**src/rtl/invader_grid_if.sv**
```systemverilog
// invader_grid_if: pixel, formation position, hit and status signals between invader_grid and its neighbours
interface invader_grid_if;
  logic        startOfFrame;
  logic [10:0] pixelX;
  logic [10:0] pixelY;
  logic [10:0] topLeftX;
  logic [10:0] topLeftY;
  logic        hit;
  logic        newLevel;
  logic        drawingRequest;
  logic [10:0] offsetX;
  logic [10:0] offsetY;
  logic [2:0]  rowIdx;
  logic [5:0]  aliveCount;
  logic        allDead;
  logic        chgDir;
  logic        reachedBottom;
  modport master (
    output startOfFrame, pixelX, pixelY, topLeftX, topLeftY, hit, newLevel,
    input  drawingRequest, offsetX, offsetY, rowIdx, aliveCount, allDead, chgDir, reachedBottom
  );
  modport slave (
    input  startOfFrame, pixelX, pixelY, topLeftX, topLeftY, hit, newLevel,
    output drawingRequest, offsetX, offsetY, rowIdx, aliveCount, allDead, chgDir, reachedBottom
  );
endinterface

```
**src/rtl/invader_grid.sv**
```systemverilog
// invader_grid: invader formation draw/hit/edge logic; ports clk, resetN (sync active-high), bus (slave: pixel/topLeft/hit/newLevel in; draw/offset/row/count/chgDir/reachedBottom out)
module invader_grid #(
  parameter int COLS        = 8,
  parameter int ROWS        = 4,
  parameter int PITCH_X     = 64,
  parameter int PITCH_Y     = 32,
  parameter int INV_W       = 32,
  parameter int INV_H       = 16,
  parameter int RIGHT_LIMIT = 632,
  parameter int LEFT_LIMIT  = 8,
  parameter int BOTTOM_Y    = 440
) (
  input logic           clk,
  input logic           resetN,
  invader_grid_if.slave bus
);
  localparam int N   = ROWS * COLS;
  localparam int SX  = $clog2(PITCH_X);
  localparam int SY  = $clog2(PITCH_Y);
  localparam int CW  = $clog2(COLS);
  localparam int RW  = $clog2(ROWS);
  localparam int CIW = $clog2(N);
  logic signed [11:0] w_rel_x, w_rel_y;
  logic [CW-1:0]      w_col, w_left, w_right;
  logic [RW-1:0]      w_row, w_bot;
  logic [CIW-1:0]     w_cell;
  logic               w_in, w_spr, w_draw, w_kill;
  logic [COLS-1:0]    w_col_any;
  logic [ROWS-1:0]    w_row_any;
  logic [N-1:0]       w_alive_nxt;
  logic [5:0]         w_count_nxt;
  logic               w_dir_nxt, w_armed, w_edge_r, w_edge_l, w_fire, w_bot_hit;
  logic [N-1:0]       r_alive;
  logic [CIW-1:0]     r_cell;
  logic [5:0]         r_count;
  logic [10:0]        r_prev_x, r_off_x, r_off_y;
  logic [2:0]         r_row;
  logic               r_draw, r_dir, r_armed, r_chg, r_bottom, r_all_dead;
  assign w_rel_x = $signed({1'b0, bus.pixelX}) - $signed({1'b0, bus.topLeftX});
  assign w_rel_y = $signed({1'b0, bus.pixelY}) - $signed({1'b0, bus.topLeftY});
  assign w_in    = !w_rel_x[11] && (w_rel_x[10:0] < 11'(COLS * PITCH_X)) &&
                   !w_rel_y[11] && (w_rel_y[10:0] < 11'(ROWS * PITCH_Y));
  assign w_col   = w_rel_x[SX +: CW];
  assign w_row   = w_rel_y[SY +: RW];
  assign w_cell  = CIW'(w_row) * CIW'(COLS) + CIW'(w_col);
  assign w_spr   = ({1'b0, w_rel_x[SX-1:0]} < (SX+1)'(INV_W)) && ({1'b0, w_rel_y[SY-1:0]} < (SY+1)'(INV_H));
  assign w_draw  = w_in && w_spr && r_alive[w_cell];
  // r_draw was sampled a cycle earlier, so re-check the bit to ignore a cell already killed
  assign w_kill      = bus.hit && r_draw && r_alive[r_cell];
  always_comb begin
    w_alive_nxt = r_alive;
    if (w_kill) w_alive_nxt[r_cell] = 1'b0;
    w_alive_nxt = bus.newLevel ? {N{1'b1}} : w_alive_nxt;
    w_count_nxt = bus.newLevel ? 6'(N) : w_kill ? r_count - 6'd1 : r_count;
  end
  always_comb begin
    w_col_any = '0;
    w_row_any = '0;
    for (int r = 0; r < ROWS; r++)
      for (int c = 0; c < COLS; c++)
        if (r_alive[r*COLS+c]) begin
          w_col_any[c] = 1'b1;
          w_row_any[r] = 1'b1;
        end
    w_left  = '0;
    w_right = '0;
    w_bot   = '0;
    for (int c = COLS - 1; c >= 0; c--) if (w_col_any[c]) w_left = CW'(c);
    for (int c = 0; c < COLS; c++) if (w_col_any[c]) w_right = CW'(c);
    for (int r = 0; r < ROWS; r++) if (w_row_any[r]) w_bot = RW'(r);
  end
  // edge tests use the direction as updated by this frame's motion
  assign w_dir_nxt = (bus.topLeftX > r_prev_x) ? 1'b1 : (bus.topLeftX < r_prev_x) ? 1'b0 : r_dir;
  assign w_armed   = r_armed || (w_dir_nxt != r_dir);
  assign w_edge_r  = ({2'b0, bus.topLeftX} + 13'({w_right, {SX{1'b0}}}) + 13'(INV_W)) >= 13'(RIGHT_LIMIT);
  assign w_edge_l  = ({2'b0, bus.topLeftX} + 13'({w_left, {SX{1'b0}}})) <= 13'(LEFT_LIMIT);
  assign w_fire    = bus.startOfFrame && w_armed && !r_all_dead && (w_dir_nxt ? w_edge_r : w_edge_l);
  assign w_bot_hit = ({2'b0, bus.topLeftY} + 13'({w_bot, {SY{1'b0}}}) + 13'(INV_H)) >= 13'(BOTTOM_Y);
  always_ff @(posedge clk) begin
    if (resetN) begin
      r_alive    <= {N{1'b1}};
      r_count    <= 6'(N);
      r_dir      <= 1'b1;
      r_armed    <= 1'b1;
      r_prev_x   <= bus.topLeftX;
      r_draw     <= 1'b0;
      r_off_x    <= '0;
      r_off_y    <= '0;
      r_row      <= '0;
      r_cell     <= '0;
      r_chg      <= 1'b0;
      r_bottom   <= 1'b0;
      r_all_dead <= 1'b0;
    end else begin
      r_draw     <= w_draw;
      r_off_x    <= 11'(w_rel_x[SX-1:0]);
      r_off_y    <= 11'(w_rel_y[SY-1:0]);
      r_row      <= 3'(w_row);
      r_cell     <= w_cell;
      r_alive    <= w_alive_nxt;
      r_count    <= w_count_nxt;
      r_all_dead <= w_count_nxt == 6'd0;
      r_chg      <= w_fire;
      if (bus.startOfFrame) begin
        r_dir    <= w_dir_nxt;
        r_prev_x <= bus.topLeftX;
        r_armed  <= w_armed && !w_fire;
      end
      if (bus.newLevel) r_bottom <= 1'b0;
      else if (bus.startOfFrame && w_bot_hit && !r_all_dead) r_bottom <= 1'b1;
    end
  end
  assign bus.drawingRequest = r_draw;
  assign bus.offsetX        = r_off_x;
  assign bus.offsetY        = r_off_y;
  assign bus.rowIdx         = r_row;
  assign bus.aliveCount     = r_count;
  assign bus.allDead        = r_all_dead;
  assign bus.chgDir         = r_chg;
  assign bus.reachedBottom  = r_bottom;
endmodule
```
**src/flat_wrapper.sv**
```systemverilog
// flat-port wrapper written by rule: the top's interface ports become plain ports
module invader_grid_flat 
#(
  parameter int COLS        = 8,
  parameter int ROWS        = 4,
  parameter int PITCH_X     = 64,
  parameter int PITCH_Y     = 32,
  parameter int INV_W       = 32,
  parameter int INV_H       = 16,
  parameter int RIGHT_LIMIT = 632,
  parameter int LEFT_LIMIT  = 8,
  parameter int BOTTOM_Y    = 440
)
  (clk, resetN, bus_startOfFrame, bus_pixelX, bus_pixelY, bus_topLeftX, bus_topLeftY, bus_hit, bus_newLevel, bus_drawingRequest, bus_offsetX, bus_offsetY, bus_rowIdx, bus_aliveCount, bus_allDead, bus_chgDir, bus_reachedBottom);
  invader_grid_if bus_i ();
  input logic clk;
  input logic resetN;
  input wire logic [$bits(bus_i.startOfFrame)-1:0] bus_startOfFrame;
  input wire logic [$bits(bus_i.pixelX)-1:0] bus_pixelX;
  input wire logic [$bits(bus_i.pixelY)-1:0] bus_pixelY;
  input wire logic [$bits(bus_i.topLeftX)-1:0] bus_topLeftX;
  input wire logic [$bits(bus_i.topLeftY)-1:0] bus_topLeftY;
  input wire logic [$bits(bus_i.hit)-1:0] bus_hit;
  input wire logic [$bits(bus_i.newLevel)-1:0] bus_newLevel;
  output wire logic [$bits(bus_i.drawingRequest)-1:0] bus_drawingRequest;
  output wire logic [$bits(bus_i.offsetX)-1:0] bus_offsetX;
  output wire logic [$bits(bus_i.offsetY)-1:0] bus_offsetY;
  output wire logic [$bits(bus_i.rowIdx)-1:0] bus_rowIdx;
  output wire logic [$bits(bus_i.aliveCount)-1:0] bus_aliveCount;
  output wire logic [$bits(bus_i.allDead)-1:0] bus_allDead;
  output wire logic [$bits(bus_i.chgDir)-1:0] bus_chgDir;
  output wire logic [$bits(bus_i.reachedBottom)-1:0] bus_reachedBottom;
  assign bus_i.startOfFrame = bus_startOfFrame;
  assign bus_i.pixelX = bus_pixelX;
  assign bus_i.pixelY = bus_pixelY;
  assign bus_i.topLeftX = bus_topLeftX;
  assign bus_i.topLeftY = bus_topLeftY;
  assign bus_i.hit = bus_hit;
  assign bus_i.newLevel = bus_newLevel;
  assign bus_drawingRequest = bus_i.drawingRequest;
  assign bus_offsetX = bus_i.offsetX;
  assign bus_offsetY = bus_i.offsetY;
  assign bus_rowIdx = bus_i.rowIdx;
  assign bus_aliveCount = bus_i.aliveCount;
  assign bus_allDead = bus_i.allDead;
  assign bus_chgDir = bus_i.chgDir;
  assign bus_reachedBottom = bus_i.reachedBottom;
  invader_grid #(.COLS(COLS), .ROWS(ROWS), .PITCH_X(PITCH_X), .PITCH_Y(PITCH_Y), .INV_W(INV_W), .INV_H(INV_H), .RIGHT_LIMIT(RIGHT_LIMIT), .LEFT_LIMIT(LEFT_LIMIT), .BOTTOM_Y(BOTTOM_Y)) u_core (.clk(clk), .resetN(resetN), .bus(bus_i));
endmodule
```
**config.mk**
```make
export PLATFORM = sky130hd
export DESIGN_NAME = invader_grid_flat
export DESIGN_NICKNAME = d
export VERILOG_FILES = /design/src/rtl/invader_grid_if.sv /design/src/rtl/invader_grid.sv /design/src/flat_wrapper.sv
export SDC_FILE = /design/constraint.sdc
export NUM_CORES = 1
export LEC_CHECK = 0
export ABC_AREA = 1
export CORE_MARGIN = 3
export CORE_UTILIZATION = 60
export CTS_BUF_LIST = sky130_fd_sc_hd__clkbuf_4 sky130_fd_sc_hd__clkbuf_8
export CTS_CLUSTER_DIAMETER = 200
export DETAILED_ROUTE_END_ITERATION = 8
export GPL_TIMING_DRIVEN = 1
export PLACE_DENSITY = 0.95
export REMOVE_ABC_BUFFERS = 1
export SETUP_SLACK_MARGIN = 0.02
export SYNTH_ARGS = -nofsm -noshare
export SYNTH_HDL_FRONTEND = slang
export SYNTH_SLANG_ARGS = --single-unit
```
**constraint.sdc**
```tcl
create_clock -name clk -period 7.1 [get_ports clk]
set_clock_uncertainty 0.15 [all_clocks]
set_input_delay 1.42 -clock clk [delete_from_list [all_inputs] [get_ports clk]]
set_output_delay 1.42 -clock clk [all_outputs]
set_load 0.02 [all_outputs]
```
==> run_results.csv <==
group,metric,value,unit
synth,postSynthCellCount,823,
timing,hold_viol,0,
synth,synthSimpleGateAreaFrac,0.3340,
timing,setup_violations,0,
layout,syn2layout_area_growth,17.94,%
synth,largest_family_of_logic_cells_by_synthesized_area,"simple AND/OR/NAND/NOR gates",
timing,setup_tns,0,ps
layout,final_cell_count_no_fill,1003,
synth,mappedNetlistArea,5376,µm²
timing,final.min_clock_period,4053,ps
global_routing,via_count_of_the_first_global_routing_pass,5216,
worst_setup_path,rr_endpoint,"u_core.bus.chgDir",
floorplan,chipHeight,100.7,µm
clock_network,post-cts-setup-buffers,0,
layout,post_route_cells_drive_above_1_share,0.03229,
pwr,cell_area_power_density,177.1,nW/µm²
timing,grt_setup_unrepaired,"no",
worst_setup_path,timing.critical_path.from_type,"primary input",
global_routing,gr-total-overflow,0,
clock_network,cts_root_buffer,"sky130_fd_sc_hd__clkbuf_8",
synth,synth.ff_latch_count,71,
global_routing,grt_max_degree,36,
worst_setup_path,worst_ep_required_time,7210,ps
flow_run,max_cap_viol_count,0,
floorplan,placeableCoreArea,8464,µm²
place,io_buffer_count,71,
synth,synth-xor-area-share,0.02281,
worst_setup_path,r2r_slack,3510,ps
worst_setup_path,timing.critical_path.from,"bus_topLeftX[5]",
synth,synth.top_cell.area_share,0.2234,
layout,diodes,0,
timing,timing.final.max_slew_violations,0,
clock_network,clock_tree.htree_level_count,3,
worst_setup_path,cp-end-kind,"flip-flop",
clock_network,cts_tree,"done",
timing,timing.slew.headroom,0.4394,
hold_path,min-delay-path-class,"reg2reg",
synth,synthAdderAreaFrac,0.1210,
clock_network,clkLatencyLatePin,360,ps
timing,timing.final.crit_share,0.5708,
floorplan,floorplan.initialDensity,0.6352,
floorplan,die_w,100.7,µm
floorplan,core.rowCount,33,
worst_setup_path,worstSetupEndpoint,"u_core.bus.drawingRequest",
detailed_routing,dr.first_iter.drc_count,472,
clock_network,cts_max_path_buffers,2,
place,gp_congestion,0.9514,
clock_network,cts_made_buffers,9,
pwr,worst_ir_drop_vdd,0.09653,mV
worst_setup_path,worst-setup-path-type,"in2reg",
worst_setup_path,cp_max_fanout,19,
timing,fmax,246.8,MHz
clock_network,cts.sink_count,71,
timing,finalHoldWorstSlack,340.4,ps
global_routing,grt_first_pass_wirelength,22980,µm
worst_setup_path,worst_r2r_path_depth,15,
synth,synthMuxAreaShare,0,
global_routing,grt_util_overall,0.2796,
synth,synth_top_cells_by_area,"sky130_fd_sc_hd__dfxtp_1 22%, sky130_fd_sc_hd__nand2_1 15%, sky130_fd_sc_hd__ha_1 10%, sky130_fd_sc_hd__inv_1 9.1%, sky130_fd_sc_hd__nand3_1 6.6%",
floorplan,boundaryPins,84,
layout,post-route-util,0.7492,
layout,layout.cells.most_common_list,"217 x sky130_fd_sc_hd__nand2_1, 131 x sky130_fd_sc_hd__inv_1, 75 x sky130_fd_sc_hd__nor2_1, 71 x sky130_fd_sc_hd__nand3_1, 71 x sky130_fd_sc_hd__clkdlybuf4s50_1",
clock_network,holdBufCountCts,0,
layout,mostFrequentLayoutCell,"sky130_fd_sc_hd__nand2_1",
synth,synthArstFlopShare,0,
place,place.detailed.hpwl,10780,µm
clock_network,cts.clk_slew.worst_paths,80,ps
worst_setup_path,r2r_start,"u_core.r_alive[30]",
clock_network,post_cts_resized,0,
global_routing,antenna_violations_before_repair,0,
place,placed_cells_incl_taps,987,
timing,tightestPinTransition,833.3,ps
synth,synth-warning-count,0,
pwr,power,1.123,mW
synth,post_synth_edffs,11,
detailed_routing,detailroute.via_count,5562,
detailed_routing,drc,0,
pwr,p_leak,3.130,nW
outcome,status,"completed",
detailed_routing,route.detailed.vias_per_inst,5.545,
synth,synth_area_per_cell,6.533,µm²
detailed_routing,drtAntennaViolNets,0,
synth,yosysTopAreaCell,"sky130_fd_sc_hd__dfxtp_1",
synth,synth-seq-area-share,0.2848,
synth,yosysUniqueCellTypes,41,
floorplan,fp.dieArea,10130,µm²
detailed_routing,detailedRoute.firstPassIterationCount,6,
hold_path,hold_path_startpoint,"u_core.r_alive[27]",
detailed_routing,routedWlPerCell,13.74,µm
synth,synth-compound-area-share,0.1131,
detailed_routing,detail_route.wirelength,13790,µm
worst_setup_path,critical_path_arrival,4160,ps
layout,final_net_count,991,
synth,ys_dominant_reg_cell,"sky130_fd_sc_hd__dfxtp_1",
[state kept, by name (all words and copies together), names as in the netlist]
register,flops
u_core.r_prev_x,11
u_core.bus.rowIdx,2
u_core.bus.chgDir,1
u_core.r_armed,1
u_core.bus.reachedBottom,1
u_core.bus.offsetX,6
u_core.r_alive,32
u_core.bus.aliveCount,6
u_core.r_cell,3
u_core.bus.drawingRequest,1
u_core.r_dir,1
u_core.bus.offsetY,5
u_core.bus.allDead,1
[layout make-up]
class                   instances  area, µm²
clock inverters                 6      91.34
well taps                     105      131.4
clock buffers                  10      131.4
fillers                       643       2123
flip-flops and latches         71       1531
repair buffers                 73      725.7
inverters                     134      505.5
multi-input cells             604       3224
[routing by layer]
metal,routed length [µm],part of all wire,track usage
met1,5751,0.42,0.3696
met4,373,0.027,0.1130
met5,0,0,0
met3,1379,0.10,0.06505
met2,6281,0.46,0.4400
[worst min-delay path by stage]
stage	to	slack, ps	cells past startpoint
2_1_floorplan	u_core.r_armed	270	2
3_3_place_gp	u_core.r_armed	290	2
3_5_place_dp	u_core.r_armed	310	2
4_1_cts	u_core.r_armed	330	2
5_1_grt	u_core.r_alive[23]	370	2
6_report	u_core.r_alive[27]	340	2
[cell families after synthesis]
logic type,count (synthesis)
buf+inv,159
other cells,1
fa+ha+maj,49
compound gates,112
xor+xnor,14
flops,71
simple gates,417
[where the power goes]
part / internal [mW] / switching (mW) / leakage (nW)
Clock: 0.204 / 0.160 / 0.111
Sequential: 0.427 / 0.0146 / 0.602
Combinational: 0.124 / 0.194 / 2.42
Total: 0.754 / 0.369 / 3.13
[through the flow]
step,area (µm²),setup slack [ps]
6_report,6341,3047
5_1_grt,6341,2763
4_1_cts,6341,3120
3_5_place_dp,6118,2738
3_3_place_gp,6118,2802
2_1_floorplan,5259,3544
[worst max-delay path, cell delays in order]
cell                              delay, ps
sky130_fd_sc_hd__clkdlybuf4s50_1        540
sky130_fd_sc_hd__inv_1                   80
sky130_fd_sc_hd__ha_1                   360
sky130_fd_sc_hd__a21oi_1                290
sky130_fd_sc_hd__nand3_1                420
sky130_fd_sc_hd__nand2_2                430
sky130_fd_sc_hd__inv_1                  130
sky130_fd_sc_hd__nor2_1                 100
sky130_fd_sc_hd__nor3_1                  50
sky130_fd_sc_hd__nor2_1                 130
sky130_fd_sc_hd__nor2_1                  50
sky130_fd_sc_hd__nor2_1                 100
sky130_fd_sc_hd__nor2_1                  50
[cells in the mapped netlist (2+ instances only)]
master,n
sky130_fd_sc_hd__a21boi_0,3
sky130_fd_sc_hd__a21o_1,2
sky130_fd_sc_hd__a21oi_1,28
sky130_fd_sc_hd__a31oi_1,5
sky130_fd_sc_hd__buf_2,4
sky130_fd_sc_hd__buf_4,16
sky130_fd_sc_hd__clkbuf_1,5
sky130_fd_sc_hd__dfxtp_1,60
sky130_fd_sc_hd__edfxtp_1,11
sky130_fd_sc_hd__fa_1,5
sky130_fd_sc_hd__ha_1,44
sky130_fd_sc_hd__inv_1,131
sky130_fd_sc_hd__nand2_1,217
sky130_fd_sc_hd__nand2_2,3
sky130_fd_sc_hd__nand3_1,71
sky130_fd_sc_hd__nand3_2,2
sky130_fd_sc_hd__nand3b_1,7
sky130_fd_sc_hd__nand4_1,10
sky130_fd_sc_hd__nor2_1,76
sky130_fd_sc_hd__nor3_1,16
sky130_fd_sc_hd__nor3b_1,2
sky130_fd_sc_hd__nor4_1,9
sky130_fd_sc_hd__o211ai_1,3
sky130_fd_sc_hd__o21ai_0,50
sky130_fd_sc_hd__o21ai_1,14
sky130_fd_sc_hd__o41ai_1,2
sky130_fd_sc_hd__xnor2_1,7
sky130_fd_sc_hd__xor2_1,7
Note: power is estimated with default switching activity, not from simulation.
